==> config.mk <==
export PLATFORM = sky130hd
export DESIGN_NAME = led_scan_driver_p_flat
export DESIGN_NICKNAME = d
export VERILOG_FILES = /design/src/rtl/led_scan_driver_p_pkg.sv /design/src/rtl/led_scan_driver_p_if.sv /design/src/rtl/led_scan_driver_p_pwm_col.sv /design/src/rtl/led_scan_driver_p.sv /design/src/flat_wrapper.sv
export SDC_FILE = /design/constraint.sdc
export NUM_CORES = 1
export LEC_CHECK = 0
export ABC_AREA = 1
export CAP_MARGIN = 20
export CORE_ASPECT_RATIO = 0.9
export CORE_MARGIN = 2
export CORE_UTILIZATION = 52
export CTS_CLUSTER_DIAMETER = 40
export DETAILED_ROUTE_END_ITERATION = 8
export PLACE_DENSITY = 0.82
export SLEW_MARGIN = 30
export SYNTH_ARGS = -nofsm -noshare
export SYNTH_HDL_FRONTEND = slang
export SYNTH_SLANG_ARGS = --single-unit
export TNS_END_PERCENT = 10
==> constraint.sdc <==
create_clock -name clk -period 7.2 [get_ports clk]
set_input_delay 1.44 -clock clk [delete_from_list [all_inputs] [get_ports clk]]
set_output_delay 1.44 -clock clk [all_outputs]
set_load 0.03 [all_outputs]
==> src/rtl/led_scan_driver_p_pkg.sv <==
// Shared types and width helpers for the LED matrix scan driver.
// Pure declarations; no logic, no timing.
package led_pkg;

  localparam int DEF_CH_BITS = 3;

  localparam logic [1:0] ROLL_HOLD = 2'b00;
  localparam logic [1:0] ROLL_INC  = 2'b01;
  localparam logic [1:0] ROLL_DEC  = 2'b10;

  typedef enum logic [1:0] {FETCH, BLANK, SHOW} scan_state_t;

  typedef struct packed {
    logic [DEF_CH_BITS-1:0] r;
    logic [DEF_CH_BITS-1:0] g;
    logic [DEF_CH_BITS-1:0] b;
  } rgb_pix_t;

  // Bits needed to index n items; never narrower than one bit.
  function automatic int width_of(input int n);
    return (n <= 1) ? 1 : $clog2(n);
  endfunction

  function automatic int max3(input int a, input int b, input int c);
    int m;
    m = (a > b) ? a : b;
    return (m > c) ? m : c;
  endfunction

endpackage

==> src/rtl/led_scan_driver_p_if.sv <==
// Frame buffer read port: 1-cycle read latency, data valid the clock after rd_en.
// No backpressure; the RAM must answer every strobe.
interface led_scan_driver_p_if #(
  parameter int ADDR_W = 6,
  parameter int PIX_W  = 9
);
  logic              rd_en;
  logic [ADDR_W-1:0] rd_addr;
  logic [PIX_W-1:0]  rd_data;

  modport master (output rd_en, output rd_addr, input rd_data);
  modport slave  (input rd_en, input rd_addr, output rd_data);
endinterface

==> src/rtl/led_scan_driver_p_pwm_col.sv <==
// Combinational PWM column compare for one colour, active-low outputs.
// Zero latency; no flow control.
module led_pwm_col
  import led_pkg::*;
#(
  parameter int COLS    = 8,
  parameter int CH_BITS = DEF_CH_BITS
) (
  input  logic [COLS-1:0][CH_BITS-1:0] chan,
  input  logic [CH_BITS-1:0]           pwm_cnt,
  input  logic [1:0]                   bright_level,
  output logic [COLS-1:0]              col
);

  always_comb begin
    col = '1;
    for (int c = 0; c < COLS; c++) begin
      col[c] = ~((chan[c] >> bright_level) > pwm_cnt);
    end
  end

endmodule

==> src/rtl/led_scan_driver_p.sv <==
// ROWS x COLS RGB matrix scanner: fetch line, blank, PWM show; scroll + brightness.
// Pins registered (1-cycle lag after each state edge); LED_SCAN_SYNC_CTRL_EN latches controls per frame.
module led_scan_driver_p
  import led_pkg::*;
#(
  parameter int ROWS      = 8,
  parameter int COLS      = 8,
  parameter int CH_BITS   = DEF_CH_BITS,
  parameter int PWM_DIV   = 4,
  parameter int BLANK_CYC = 2,
  parameter int ROLL_DIV  = 4096
) (
  input  logic                     clk,
  input  logic                     rst_n,
  led_scan_driver_p_if.master      fb,
  input  logic [1:0]               roll_h,
  input  logic [1:0]               roll_v,
  input  logic [1:0]               bright_level,
  output logic [ROWS-1:0]          row_sel,
  output logic [COLS-1:0]          col_r,
  output logic [COLS-1:0]          col_g,
  output logic [COLS-1:0]          col_b,
  output logic [$clog2(ROWS)-1:0]  cur_row,
  output logic                     frame_start
);

  localparam int ADDR_W   = width_of(ROWS * COLS);
  localparam int ROW_W    = width_of(ROWS);
  localparam int COL_W    = width_of(COLS);
  localparam int SHOW_CYC = (1 << CH_BITS) * PWM_DIV;
  localparam int CNT_W    = width_of(max3(COLS, BLANK_CYC, SHOW_CYC) + 1);
  localparam int FC_W     = width_of(ROLL_DIV);
  localparam int PD_W     = width_of(PWM_DIV);

  typedef struct packed {
    logic [CH_BITS-1:0] r;
    logic [CH_BITS-1:0] g;
    logic [CH_BITS-1:0] b;
  } pix_t;

  scan_state_t        state, state_nxt;
  logic [CNT_W-1:0]   cnt, cnt_nxt;
  logic               row_done, fetch_rd, blank_last, frame_end;
  logic [ROW_W-1:0]   row_q, v_off, v_step, row_idx;
  logic [COL_W-1:0]   h_off, h_step, col_idx, rd_idx, cap_idx;
  logic [ROW_W:0]     row_sum;
  logic [COL_W:0]     col_sum;
  logic [ADDR_W-1:0]  rd_addr_q, addr;
  logic               rd_en_q, cap_vld;
  logic [FC_W-1:0]    frame_cnt;
  logic [CH_BITS-1:0] pwm_cnt;
  logic [PD_W-1:0]    pwm_pre;
  logic [1:0]         bright_s, roll_h_s, roll_v_s;
  logic               h_act, v_act;
  pix_t               line_buf [COLS];
  pix_t               line_nxt [COLS];
  pix_t               disp     [COLS];
  logic [COLS-1:0][CH_BITS-1:0] chan_r, chan_g, chan_b;
  logic [COLS-1:0]    pwm_r, pwm_g, pwm_b;

`ifdef LED_SCAN_SYNC_CTRL_EN
  always_ff @(posedge clk or negedge rst_n) begin
    if (!rst_n) begin
      bright_s <= '0;
      roll_h_s <= ROLL_HOLD;
      roll_v_s <= ROLL_HOLD;
    end else if (frame_start) begin
      bright_s <= bright_level;
      roll_h_s <= roll_h;
      roll_v_s <= roll_v;
    end
  end
`else
  assign bright_s = bright_level;
  assign roll_h_s = roll_h;
  assign roll_v_s = roll_v;
`endif

  always_ff @(posedge clk or negedge rst_n) begin
    if (!rst_n) begin
      state <= FETCH;
      cnt   <= '0;
    end else begin
      state <= state_nxt;
      cnt   <= cnt_nxt;
    end
  end

  // FETCH has one spare cycle so the final read is issued before BLANK.
  always_comb begin
    state_nxt  = state;
    cnt_nxt    = cnt + 1'b1;
    row_done   = 1'b0;
    fetch_rd   = 1'b0;
    blank_last = 1'b0;
    unique case (state)
      FETCH: begin
        fetch_rd = (cnt < CNT_W'(COLS));
        if (cnt == CNT_W'(COLS)) begin
          state_nxt = BLANK;
          cnt_nxt   = '0;
        end
      end
      BLANK: begin
        if (cnt == CNT_W'(BLANK_CYC - 1)) begin
          blank_last = 1'b1;
          state_nxt  = SHOW;
          cnt_nxt    = '0;
        end
      end
      SHOW: begin
        if (cnt == CNT_W'(SHOW_CYC - 1)) begin
          row_done  = 1'b1;
          state_nxt = FETCH;
          cnt_nxt   = '0;
        end
      end
      default: begin
        state_nxt = FETCH;
        cnt_nxt   = '0;
      end
    endcase
  end

  always_comb begin
    row_sum = {1'b0, row_q} + {1'b0, v_off};
    if (row_sum >= (ROW_W+1)'(ROWS)) row_sum = row_sum - (ROW_W+1)'(ROWS);
    col_sum = {1'b0, COL_W'(cnt)} + {1'b0, h_off};
    if (col_sum >= (COL_W+1)'(COLS)) col_sum = col_sum - (COL_W+1)'(COLS);
    row_idx = row_sum[ROW_W-1:0];
    col_idx = col_sum[COL_W-1:0];
    addr    = ADDR_W'(row_idx) * ADDR_W'(COLS) + ADDR_W'(col_idx);
  end

  assign frame_end = row_done && (row_q == ROW_W'(ROWS - 1));
  assign h_act     = (roll_h_s == ROLL_INC) || (roll_h_s == ROLL_DEC);
  assign v_act     = (roll_v_s == ROLL_INC) || (roll_v_s == ROLL_DEC);

  always_comb begin
    h_step = h_off;
    v_step = v_off;
    if (roll_h_s == ROLL_INC)      h_step = (h_off == COL_W'(COLS - 1)) ? '0 : h_off + 1'b1;
    else if (roll_h_s == ROLL_DEC) h_step = (h_off == '0) ? COL_W'(COLS - 1) : h_off - 1'b1;
    if (roll_v_s == ROLL_INC)      v_step = (v_off == ROW_W'(ROWS - 1)) ? '0 : v_off + 1'b1;
    else if (roll_v_s == ROLL_DEC) v_step = (v_off == '0) ? ROW_W'(ROWS - 1) : v_off - 1'b1;
  end

  always_ff @(posedge clk or negedge rst_n) begin
    if (!rst_n) begin
      row_q     <= '0;
      h_off     <= '0;
      v_off     <= '0;
      frame_cnt <= '0;
    end else begin
      if (row_done) row_q <= frame_end ? '0 : row_q + 1'b1;
      if (frame_end && (h_act || v_act)) begin
        if (frame_cnt == FC_W'(ROLL_DIV - 1)) begin
          frame_cnt <= '0;
          h_off     <= h_step;
          v_off     <= v_step;
        end else begin
          frame_cnt <= frame_cnt + 1'b1;
        end
      end
    end
  end

  always_ff @(posedge clk or negedge rst_n) begin
    if (!rst_n) begin
      pwm_pre <= '0;
      pwm_cnt <= '0;
    end else if (state != SHOW) begin
      pwm_pre <= '0;
      pwm_cnt <= '0;
    end else if (pwm_pre == PD_W'(PWM_DIV - 1)) begin
      pwm_pre <= '0;
      pwm_cnt <= pwm_cnt + 1'b1;
    end else begin
      pwm_pre <= pwm_pre + 1'b1;
    end
  end

  // cap_vld/cap_idx trail rd_en by one clock, lining up with rd_data.
  always_ff @(posedge clk or negedge rst_n) begin
    if (!rst_n) begin
      rd_en_q     <= 1'b0;
      rd_addr_q   <= '0;
      rd_idx      <= '0;
      cap_vld     <= 1'b0;
      cap_idx     <= '0;
      frame_start <= 1'b0;
      row_sel     <= '0;
      col_r       <= '1;
      col_g       <= '1;
      col_b       <= '1;
    end else begin
      rd_en_q <= fetch_rd;
      if (fetch_rd) begin
        rd_addr_q <= addr;
        rd_idx    <= COL_W'(cnt);
      end
      cap_vld     <= rd_en_q;
      cap_idx     <= rd_idx;
      frame_start <= (state == FETCH) && (cnt == '0) && (row_q == '0);
      row_sel     <= (state == SHOW) ? (ROWS'(1) << row_q) : '0;
      col_r       <= (state == SHOW) ? pwm_r : '1;
      col_g       <= (state == SHOW) ? pwm_g : '1;
      col_b       <= (state == SHOW) ? pwm_b : '1;
    end
  end

  // Forwarding the in-flight capture keeps BLANK_CYC=1 correct.
  always_comb begin
    line_nxt = line_buf;
    if (cap_vld) line_nxt[cap_idx] = pix_t'(fb.rd_data);
  end

  always_ff @(posedge clk) begin
    line_buf <= line_nxt;
    if (blank_last) disp <= line_nxt;
  end

  always_comb begin
    chan_r = '0;
    chan_g = '0;
    chan_b = '0;
    for (int c = 0; c < COLS; c++) begin
      chan_r[c] = disp[c].r;
      chan_g[c] = disp[c].g;
      chan_b[c] = disp[c].b;
    end
  end

  led_pwm_col #(.COLS(COLS), .CH_BITS(CH_BITS)) u_pwm_r (
    .chan(chan_r), .pwm_cnt(pwm_cnt), .bright_level(bright_s), .col(pwm_r));
  led_pwm_col #(.COLS(COLS), .CH_BITS(CH_BITS)) u_pwm_g (
    .chan(chan_g), .pwm_cnt(pwm_cnt), .bright_level(bright_s), .col(pwm_g));
  led_pwm_col #(.COLS(COLS), .CH_BITS(CH_BITS)) u_pwm_b (
    .chan(chan_b), .pwm_cnt(pwm_cnt), .bright_level(bright_s), .col(pwm_b));

  assign fb.rd_en   = rd_en_q;
  assign fb.rd_addr = rd_addr_q;
  assign cur_row    = row_q;

endmodule

==> src/flat_wrapper.sv <==
// flat-port wrapper written by rule: the top's interface ports become plain ports
module led_scan_driver_p_flat import led_pkg::*;
#(
  parameter int ROWS      = 8,
  parameter int COLS      = 8,
  parameter int CH_BITS   = DEF_CH_BITS,
  parameter int PWM_DIV   = 4,
  parameter int BLANK_CYC = 2,
  parameter int ROLL_DIV  = 4096
)
  (clk, rst_n, roll_h, roll_v, bright_level, row_sel, col_r, col_g, col_b, cur_row, frame_start, fb_rd_en, fb_rd_addr, fb_rd_data);
  led_scan_driver_p_if #(.ADDR_W(6), .PIX_W(9)) fb_i ();
  input  logic clk;
  input  logic rst_n;
  input  logic [1:0] roll_h;
  input  logic [1:0] roll_v;
  input  logic [1:0] bright_level;
  output logic [ROWS-1:0] row_sel;
  output logic [COLS-1:0] col_r;
  output logic [COLS-1:0] col_g;
  output logic [COLS-1:0] col_b;
  output logic [$clog2(ROWS)-1:0] cur_row;
  output logic frame_start;
  output wire logic [$bits(fb_i.rd_en)-1:0] fb_rd_en;
  output wire logic [$bits(fb_i.rd_addr)-1:0] fb_rd_addr;
  input wire logic [$bits(fb_i.rd_data)-1:0] fb_rd_data;
  assign fb_rd_en = fb_i.rd_en;
  assign fb_rd_addr = fb_i.rd_addr;
  assign fb_i.rd_data = fb_rd_data;
  led_scan_driver_p #(.ROWS(ROWS), .COLS(COLS), .CH_BITS(CH_BITS), .PWM_DIV(PWM_DIV), .BLANK_CYC(BLANK_CYC), .ROLL_DIV(ROLL_DIV)) u_core (.clk(clk), .rst_n(rst_n), .fb(fb_i), .roll_h(roll_h), .roll_v(roll_v), .bright_level(bright_level), .row_sel(row_sel), .col_r(col_r), .col_g(col_g), .col_b(col_b), .cur_row(cur_row), .frame_start(frame_start));
endmodule
# After elaboration in Yosys (flattened, before gate mapping)
# Cells that the tools add are included.
[word_totals] reg_bits=225 input_bits=17 output_inout_bits=43 word_cells=233
[classes] n_addsub=14 magnitude_cmp=29 eq_ne=18 shifts=25 mux=37 bitwise=25 reduce_logical=19
[op_table] op="$bwmux 72" n=1
[op_table] op="$gt 3x3->1" n=24
[op_table] op="$mux 72" n=1
[op_table] op="$shr 3x2->3" n=24
[op_table] op="$mux 3" n=13
[op_table] op="$mux 8" n=4
[op_table] op="$demux 9 s3" n=1
[op_table] op="$not 1->1" n=24
[op_table] op="$mux 6" n=3
[op_table] op="$pmux 6 s3" n=1
[op_table] op="$add 12x1->12 const B" n=1
[op_table] op="$add 3x1->3 const B" n=4
[op_table] op="$eq 12x12->1 const B" n=1
[op_table] op="$ge 4x4->1 const B" n=3
[op_table] op="$mux 12" n=1
[op_table] op="$sub 3x1->3 const B" n=4
[op_table] op="$mux 2" n=5
[op_table] op="$eq 3x3->1 const B" n=3
[op_table] op="$logic_not 3->1" n=3
[op_table] op="$mux 9" n=1
[op_table] op="$reduce_and 3->1" n=3
[op_table] op="$add 3x3->4" n=2
[op_table] op="$eq 2x2->1 const B" n=4
[op_table] op="$shl 1x3->8 const A" n=1
[op_table] op="19 further kinds" n=35

# Logic depth before layout (Yosys ltp)
[depth] word_depth=7 ltp_mapped=10 mapped_depth_nobuf=9

# By module
# From an unflattened synthesis, not the netlist that was laid out.
[unflattened] hier_cells=1184 area_unflattened_um2=10931.7
[by_module_without_submodules] mod="led_scan_driver_p" instances=1 cells_each=714 area_per_inst_um2=8255.4 seq_area_each_um2=5660.4
[by_module_without_submodules] mod="led_pwm_col at u_core.u_pwm_g" instances=1 cells_each=155 area_per_inst_um2=908.4 seq_area_each_um2=0.0
[by_module_without_submodules] mod="led_pwm_col at u_core.u_pwm_b" instances=1 cells_each=162 area_per_inst_um2=898.4 seq_area_each_um2=0.0
[by_module_without_submodules] mod="led_pwm_col at u_core.u_pwm_r" instances=1 cells_each=153 area_per_inst_um2=869.6 seq_area_each_um2=0.0

# Worst setup path after synthesis
# No wires, ideal clock.
[synth_timing] kind="register to register" start="register u_core.cnt[1]" end="register u_core.disp, in the netlist u_core.chan_b[0] (enable)" setup_ps=503 t_arrival_ps=3796 required_ps=6697 path_slack_ps=2901 stages_incl_launch_ff=5 n_path_buf=0 synth_period_minus_slack_ps=4299 path_cell_list="dfrtp_1 -> inv_1 -> ha_1 -> nand4_1 -> nor2_1"
[synth_between] elab_chain_cells=3
[synth_rtl] item="start, declared" line="led_scan_driver_p.sv:42" source="logic [CNT_W-1:0] cnt, cnt_nxt;"
[synth_rtl] item="start signal, assigned" line="led_scan_driver_p.sv:85" source="cnt <= cnt_nxt;"
[synth_rtl] item="$eq 6x1->1" line="led_scan_driver_p.sv:105" source="if (cnt == CNT_W'(BLANK_CYC - 1)) begin"
[synth_rtl] item="$mux 1" line="led_scan_driver_p.sv:105"
[synth_rtl] item="$mux 1" line="led_scan_driver_p.sv:96" source="unique case (state)"
[synth_rtl] item="named net u_core.blank_last" line="led_scan_driver_p.sv:43" source="logic row_done, fetch_rd, blank_last, frame_end;"
[synth_rtl] item="end signal, assigned" line="led_scan_driver_p.sv:220" source="if (blank_last) disp <= line_nxt;"
[synth_rtl] item="end, declared" line="led_scan_driver_p.sv:57" source="pix_t disp [COLS];"
# The timed path passes the listed nets, and every way through them passes these cells.
# A chain may end at the register's enable or synchronous reset.

# Worst setup path after layout
[layout_timing] start="input port bright_level[0]" end="register u_core.col_b[7]"
[layout_between] elab_chain_cells=4
[layout_rtl] item="start, declared" line="flat_wrapper.sv:17" source="input logic [1:0] bright_level;"
[layout_rtl] item="$shr 3x2->3" line="led_scan_driver_p_pwm_col.sv:18" source="col[c] = ~((chan[c] >> bright_level) > pwm_cnt);"
[layout_rtl] item="$gt 3x3->1" line="led_scan_driver_p_pwm_col.sv:18"
[layout_rtl] item="$not 1->1" line="led_scan_driver_p_pwm_col.sv:18"
[layout_rtl] item="$mux 8" line="led_scan_driver_p.sv:208" source="col_b <= (state == SHOW) ? pwm_b : '1;"
[layout_rtl] item="end signal, assigned" line="led_scan_driver_p.sv:208"
[layout_rtl] item="end, declared" line="led_scan_driver_p.sv:22" source="output logic [COLS-1:0] col_b,"
# No other way between the ends.

==> key figures <==
Finish
  – Final-layout fill cell count: ~1,500
  – Commonest non-fill, non-tap cells in the layout: nand2_1 (200), o21ai_0 (134), nor2_1 (104), ha_1 (96)
  – Final nets: 1,260
  – Area Growth Syn to Fin: 17.2%
  – Commonest non-fill, non-tap cell in the layout: nand2_1
  – Layout cells sized above 1: 9.24%
  – Antenna diodes: 0

Floorplan
  – Die Area: between 20,000 and 25,000 um^2
  – Die Span Y: 139 um
  – Die Wd: around 150 um
  – Area of the core: 19,900 um^2
  – Site Rows: 49
  – Initial Util: ~53%
  – Top-level port count: 60

Critical path
  – Most used cell, CP: nand2_1
  – CP top delay family: buffers and inverters
  – Critical R2R Capture: u_core.chan_b[19]
  – CP max FO: slightly below 70
  – Worst path required time: about 7.7 ns
  – Crit Path Class: input port to flip-flop
  – Worst setup SP type: input port
  – Slowest stage delay, CP: 0.81 ns
  – Critical path endpoint category: flip-flop
  – Buf/Inv on CP: 3
  – Worst r2r src: u_core.cnt[1]
  – Slowest-stage cell, CP: clkinv_2
  – R2R cell count: 5
  – Setup crit start: bright_level[0]
  – Worst Path Arrival: 4.29 ns
  – Reg2reg setup slack: ~4.6 ns
  – Worst path cell trace: clkdlybuf4s50_1 -> buf_4 -> clkinv_2 -> nand2_1 -> nor2_1 -> ha_1 -> nand2_1 -> o21ai_0 -> nand3_1

GRT
  – Largest net degree at the start of global routing: 82
  – Total global-route track usage: between 20% and 30%
  – First-pass GRT wire length: around 38,000 um
  – Vias in the first global route: 7,587
  – Total global routing overflow: 0
  – Initial antenna violation count: 0

Clocking
  – TritonCTS clock tree: yes
  – Post-CTS Hold Buffers: 0
  – Cts repair resizes: 0
  – Worst-path clk slew: ~0.060 ns
  – Number of setup buffers added after CTS: 0
  – H-tree levels: 1
  – Worst-Skew Late Latency: approximately 0.55 ns
  – CTS Buf Count: 30
  – Clk sinks: roughly 230
  – Maximum buffer depth of the clock tree: 3
  – Root Buffer: clkbuf_16

Min path
  – Worst hold start: u_core.rd_idx[0]
  – Worst Hold Path Cells: 0
  – WHS Endpoint: u_core.cap_idx[0]
  – Hold crit path type: flip-flop to flip-flop

Routing
  – DRT iter0 DRCs: ~620
  – Via count: approximately 7,800
  – Per-cell routed wire length: around 16 um
  – Pre-Repair DR Iteration Count: 4
  – Vias per inst: approximately 5.5
  – Routed Antenna Nets: 0
  – DR DRC count: 0
  – DRT Wirelength: 22,600 um

Timing
  – RSZ-0062 raised after global routing: false
  – Rel. slew slack: 36.3%
  – Hold slack final: 0.373 ns
  – Final Hold Fails: 0
  – Minimum clock period: 3.84 ns
  – Achievable Freq: 260 MHz
  – Final Cycle Share: 53.3%
  – Post-Route Skew: 0.0316 ns
  – Sum Neg Setup Slack: 0 ns
  – Worst-margin pin slew: 0.954 ns
  – Max-slew violation count: 0
  – Finish-stage setup viols: 0

Job
  – Max_cap viols: 0

Synth
  – Cell variety after synth: 39
  – YS warnings: 0
  – Number of synthesized register bits: approximately 230
  – Mapped cell area: ~10,000 um^2
  – Synthesized netlist cell count: around 1,100
  – Syn nets: ~1,200
  – Seq/Total Area, Yosys: 54.0%
  – Syn avg cell area: 9.64 um^2

Run status
  – Status: completed

Power
  – PwrDens: 250 nW/um^2
  – Maximum VDD drop: 238 uV
  – Leak: 5.37 nW

Placed design
  – Gpl congestion: between 0.8 and 0.9
  – Post-DP HPWL: around 14,000 um
  – IO Port Bufs: a little under 60
[cell usage after synthesis]
cell type / count / area share [%]
inv_2: 3 / 0.11
edfxtp_1: 72 / 21
o21ai_2: 4 / 0.33
o21ai_1: 4 / 0.19
a31oi_1: 10 / 0.60
o22a_1: 5 / 0.42
nor4_1: 1 / 0.060
nor2_1: 105 / 3.8
o21ai_0: 134 / 6.4
and2_1: 1 / 0.060
buf_4: 1 / 0.072
a22oi_1: 1 / 0.072
nor2_2: 3 / 0.18
a21oi_1: 55 / 2.6
ha_1: 96 / 11
nand3_2: 3 / 0.29
buf_6: 2 / 0.21
dfrtp_1: 57 / 14
nand3b_1: 2 / 0.14
a22o_1: 15 / 1.3
nor2_4: 4 / 0.43
nand3_1: 71 / 3.4
nand2_2: 4 / 0.24
fa_1: 2 / 0.38
xor2_1: 5 / 0.42
buf_2: 9 / 0.43
nand2_1: 200 / 7.2
dfxtp_1: 72 / 14
buf_1: 3 / 0.11
nand4_1: 5 / 0.30
dfstp_2: 24 / 6.0
nand3_4: 1 / 0.17
or2_2: 1 / 0.060
nor3_4: 1 / 0.16
nor3_1: 16 / 0.76
clkbuf_1: 22 / 0.79
o21bai_1: 1 / 0.072
xnor2_1: 7 / 0.58
inv_1: 66 / 2.4
[metal layers]
layer / routed length (um) / track usage, % / up-vias
li1: - / - / 3862
met1: 10200 / 28.8 / 3657
met2: 10600 / 35.1 / 234
met3: 1270 / 3.62 / 46
met4: 505 / 6.90 / 0
met5: 0 / 0 / -
[power by group]
| part | internal, mW | switching [mW] |
|---|---|---|
| combinational | 0.0804 | 0.129 |
| sequential | 1.35 | 0.0185 |
| clock | 0.889 | 0.600 |
[worst max-delay path by stage]
stage | to | slack [ns] | cells past startpoint
finish | u_core.col_b[7] | 3.36 | 9
global route | u_core.col_b[1] | 3.08 | 9
CTS | u_core.col_b[7] | 3.75 | 8
detailed placement | u_core.col_b[7] | 3.19 | 8
global placement | u_core.col_r[7] | 3.29 | 8
floorplan | u_core.chan_b[0] | 2.90 | 4
[cells by family after synthesis]
logic type	after synthesis	synth area share, %
AND/OR/NAND/NOR	418	17.1
AO/OA/AOI/OAI	229	12.0
flip-flops	225	54.0
buffers and inverters	106	4.08
adder cells (fa/ha/maj)	98	11.8
XOR/XNOR	12	1.00
[sequential cells by signal (all words and copies together) (netlist names), 8 cells and up]
name and count:
u_core.chan_b 24, u_core.chan_g 24, u_core.chan_r 24, u_core.col_b 8, u_core.col_g 8, u_core.col_r 8, u_core.frame_cnt 12, u_core.line_buf 72
u_core.row_sel 8
[cell type report]
class	instances	area (um^2)	area share [%]
sequential	225	5660	46.1
tap	255	319	2.60
clock inverter	22	244	1.99
inverter	69	260	2.12
clock buffer	34	787	6.41
timing repair buffer	62	609	4.96
multi-input combinational	757	4410	35.9
[metrics by stage]
stage | worst slack, ns | std cells | utilization [%] | power [mW] | area, um^2
global route | 3.08 | 1424 | 61.9 | 3.17 | 12300
finish | 3.36 | 1424 | 61.9 | 3.07 | 12300
detailed placement | 3.19 | 1368 | 56.7 | 1.60 | 11300
CTS | 3.75 | 1424 | 61.8 | 3.08 | 12300
global placement | 3.29 | 1368 | 56.6 | 1.59 | 11200
floorplan | 2.90 | 1088 | - | 1.53 | 10500
No activity file was read; power rests on OpenSTA's default activity.
